`src/rtl/gobang_pkg.sv`:
```
// Shared definitions for the gobang line-scan blocks.
//   - state_t   : scan FSM encoding (IDLE=0, SCAN=1, DONE=2)
//   - clog2_int : ceiling log2 usable in parameter expressions
//   - max_int   : integer maximum usable in parameter expressions
//   - DEF_*     : default window / run / line counts
package gobang_pkg;

  typedef enum logic [1:0] {
    ST_IDLE = 2'd0,
    ST_SCAN = 2'd1,
    ST_DONE = 2'd2
  } state_t;

  localparam int DEF_WIN   = 9;
  localparam int DEF_RUN   = 5;
  localparam int DEF_LINES = 4;

  // Smallest r with 2**r >= v; returns 0 for v <= 1.
  function automatic int clog2_int(input int v);
    int r;
    r = 0;
    for (int i = 0; i < 31; i++) begin
      if ((1 << i) < v) r = i + 1;
    end
    return r;
  endfunction

  function automatic int max_int(input int a, input int b);
    return (a > b) ? a : b;
  endfunction

endpackage

```
`src/rtl/run_line_eval.sv`:
```
// Combinational evaluation of one line window.
// Finds the lowest start s where RUN consecutive own stones begin. In exact
// mode the run must also be bounded on both sides by a non-own cell or the
// window edge, so longer runs (overlines) are rejected.
// Ports:
//   my    in  WIN  occupancy, 1 = own stone
//   exact in  1    0 = at least RUN, 1 = exactly RUN
//   hit   out 1    a qualifying run exists
//   coord out CW   s + RUN/2 for the winning start, 0 when no hit
module run_line_eval
  import gobang_pkg::*;
#(
  parameter int WIN = DEF_WIN,
  parameter int RUN = DEF_RUN,
  localparam int CW = max_int(1, clog2_int(WIN))
) (
  input  logic [WIN-1:0] my,
  input  logic           exact,
  output logic           hit,
  output logic [CW-1:0]  coord
);

  logic run_ok;
  logic left_ok;
  logic right_ok;

  // Walk starts from high to low so the lowest qualifying start is the
  // last one written and therefore wins.
  always_comb begin
    hit      = 1'b0;
    coord    = '0;
    run_ok   = 1'b0;
    left_ok  = 1'b0;
    right_ok = 1'b0;
    for (int s = WIN - RUN; s >= 0; s--) begin
      run_ok = 1'b1;
      for (int i = 0; i < RUN; i++) begin
        if (!my[s+i]) run_ok = 1'b0;
      end
      // Window edges behave as non-own cells.
      left_ok = 1'b1;
      if (s > 0) left_ok = !my[s-1];
      right_ok = 1'b1;
      if (s + RUN < WIN) right_ok = !my[s+RUN];
      if (run_ok && (!exact || (left_ok && right_ok))) begin
        hit   = 1'b1;
        coord = CW'(s + RUN / 2);
      end
    end
  end

endmodule

```
`config.mk`:
```
export PLATFORM = sky130hd
export DESIGN_NAME = run_line_eval
export DESIGN_NICKNAME = d
export VERILOG_FILES = /design/src/rtl/gobang_pkg.sv /design/src/rtl/run_line_eval.sv
export SDC_FILE = /design/constraint.sdc
export NUM_CORES = 1
export LEC_CHECK = 0
export ABC_AREA = 1
export CAP_MARGIN = 20
export CELL_PAD_IN_SITES_DETAIL_PLACEMENT = 2
export CELL_PAD_IN_SITES_GLOBAL_PLACEMENT = 2
export CORE_AREA = 3 3 40 42
export DETAILED_ROUTE_END_ITERATION = 16
export DIE_AREA = 0 0 43 45
export DONT_BUFFER_PORTS = 1
export MAX_ROUTING_LAYER = met4
export PLACE_DENSITY = 0.58
export SLEW_MARGIN = 20
export SYNTH_ARGS = -nofsm -noshare
export SYNTH_HDL_FRONTEND = slang
export SYNTH_SLANG_ARGS = --single-unit
```
`constraint.sdc`:
```
create_clock -name vclk -period 0.8
set_input_delay 0.16 -clock vclk [all_inputs]
set_output_delay 0.16 -clock vclk [all_outputs]
set_load 0.005 [all_outputs]
```
==> flow_metrics.env <==
export IMPL_maxSlewViolCount=0
export IMPL_die_h_um=45
export IMPL_port_buffers=0
export IMPL_hold_worst_slack_ps=510
export IMPL_rows=13
export IMPL_die_width_um=43
export IMPL_hold_path_class="input pin to primary output"
export IMPL_cp_top_family="simple AND/OR/NAND/NOR gates"
export IMPL_finalPower_uw=73.1
export IMPL_synthToLayoutAreaGrowth_pct=37.3
export IMPL_grt_pass1_vias=248
export IMPL_antenna_found_initial=0
export IMPL_synth_simple_gate_area_share=0.614
export IMPL_n_fill_cell=164
export IMPL_drt_iter0_markers=1
export IMPL_clkbuf_count=0
export IMPL_dpl_cell_area_um2=203
export IMPL_total_leakage_power_nw=0.124
export IMPL_dr_pass1_iters=2
export IMPL_hold_buffers=0
export IMPL_clockPowerShare=0
export IMPL_synthCells=39
export IMPL_postRouteAntennaNets=0
export IMPL_cap_violations=0
export IMPL_worst_slack_ps=-28.1
export IMPL_hold_violations=0
export IMPL_synth_area_um2=191
export IMPL_min_period_ps=828
export IMPL_worstPathRequired_ps=640
export IMPL_final_nets=50
export IMPL_start_util=0.149
export IMPL_switching_power_uw=41.2
export IMPL_fin_area_um2=263
export IMPL_switching_share=0.564
export IMPL_rsz0062_at_grt="true"
export IMPL_status="complete, but fails checks"
export IMPL_grt_usage=0.0683
export IMPL_final_seq_area_um2=0
export IMPL_fmax_ghz=1.21
export IMPL_synth_cell_types=15
export IMPL_grt_start_max_net_pins=6
export IMPL_grt_first_pass_wirelength_mm=1.02
export IMPL_synthAdderAreaFrac=0
export IMPL_post_route_util=0.204
export IMPL_grt_remaining_overflow=0
export IMPL_timing_final_crit_share=1.04
export IMPL_p_int_uw=31.9
export IMPL_synthMuxAreaShare=0
export IMPL_ir_worst_vdd_uv=48.2
export IMPL_powerDensity_mw_per_mm2=278
export IMPL_synth_xor_area_frac=0
export IMPL_io_pins=15
export IMPL_synth_top_family_by_area="simple AND/OR/NAND/NOR gates"
export IMPL_viasPerCell=4.32
export IMPL_synth_warnings=0
export IMPL_multiInputGateArea_um2=204
export IMPL_die_area_mm2=0.00194
export IMPL_end_kind="primary output"
export IMPL_seq_power_share=0
export IMPL_antenna_cells=0
export IMPL_core_area_mm2=0.00128
export IMPL_cpMaxStageDelayCell="nor2_4"
export IMPL_wirelength_um=611
export IMPL_synthesis_nets=49
export IMPL_yosysSeqAreaShare=0
export IMPL_crit_path_frequent_cell="nor2_2"
export IMPL_synth_compound_area_frac=0.131
export IMPL_seq_cell_count=0
export IMPL_crit_chain="nand3_4 -> nor2_4 -> nand2_1 -> nand2_2 -> nor2_2 -> nor2_2"
export IMPL_dp_hpwl_um=558
export IMPL_vias=229
export IMPL_violations="setup timing"
export IMPL_p_comb_frac=1.000
export IMPL_startpoint_type="input pin"
export IMPL_drc=0
export IMPL_cp_max_fo=4
export IMPL_globalplace_congestion=0.689
export IMPL_drive_gt1_frac=0.526
export IMPL_crit_arrival_ps=670
export IMPL_crit_buf_inv=0
export IMPL_wl_per_cell_um=11.5
export IMPL_crit_type="input pin to primary output"
export IMPL_syn_avg_cell_area_um2=4.91
export IMPL_setup_violations=3
export IMPL_cpPeakStageDelay_ps=150
-- final timing paths --
check | start | slack, ps | cells past startpoint | endpoint
worst max-delay path | my[6] | -30 | 6 | coord[2]
worst min-delay path | my[5] | 510 | 2 | coord[0]
-- power by group through the flow --
| stage | sequential, mW | combinational (mW) | clock [mW] |
|---|---|---|---|
| finish | 0 | 0.0731 | 0 |
| global route | 0 | 0.0844 | 0 |
| CTS | 0 | 0.0674 | 0 |
| detailed placement | 0 | 0.0565 | 0 |
| global placement | 0 | 0.0556 | 0 |
| floorplan | 0 | 0.0507 | 0 |
-- cell usage after synthesis --
master   count  area (um2)
nand3_2      1        10.0
inv_1        7        26.3
nand3_1      3        15.0
nand2_1      7        26.3
inv_2        3        11.3
nor2_2       4        25.0
nand2_2      1        6.26
o21ai_1      2        10.0
buf_4        1        7.51
conb_1       1        3.75
a21oi_1      2        10.0
nor2_4       1        11.3
nand4_1      2        12.5
nor2_1       3        11.3
o21ai_0      1        5.00
-- stage by stage --
stage / setup TNS (ps) / instances / worst slack [ps]
6_report: -46.1 / 53 / -28.1
2_1_floorplan: 0 / 39 / 8.39
3_3_place_gp: -206 / 53 / -78.5
5_1_grt: -387 / 53 / -104
3_5_place_dp: -269 / 53 / -84.4
4_1_cts: -213 / 53 / -60.4
-- per-layer routing --
| metal | wire length, um | vias to the layer above | share of wire | GRT usage |
|---|---|---|---|---|
| met3 | 43 | 0 | 0.070 | 0.00398 |
| met5 | 0 | - | 0 | - |
| met2 | 309 | 8 | 0.51 | 0.129 |
| met1 | 257 | 105 | 0.42 | 0.0857 |
| met4 | 0 | 0 | 0 | 0 |
| li1 | - | 116 | - | - |
-- what timing repair did --
| item | 4_1_cts | 5_1_grt |
|---|---|---|
| setup endpoints to repair | 4 | 4 |
| setup buffers | 0 | 0 |
| resized for setup | 9 | 8 |
| pin swaps | 4 | 7 |
-- cell families (layout without fill, tap and decap cells) --
| logic type | count (synthesis) | count (layout) |
|---|---|---|
| AO/OA/AOI/OAI | 5 | 5 |
| buffers and inverters | 11 | 10 |
| other | 1 | 1 |
| AND/OR/NAND/NOR | 22 | 22 |
-- layout make-up --
cell class / instances / share of cell area
multi-input combinational: 28 / 0.776
inverter: 10 / 0.152
tap: 15 / 0.0714
-- cell usage in the layout (no fill, tap or decap), drive strengths merged --
| master | synthesis | routed |
|---|---|---|
| inv | 10 | 10 |
| o21ai | 3 | 3 |
| nand4 | 2 | 2 |
| nand2 | 8 | 8 |
| conb | 1 | 1 |
| a21oi | 2 | 2 |
| nor2 | 8 | 8 |
| nand3 | 4 | 4 |
Note: power is estimated with default switching activity, not from simulation.
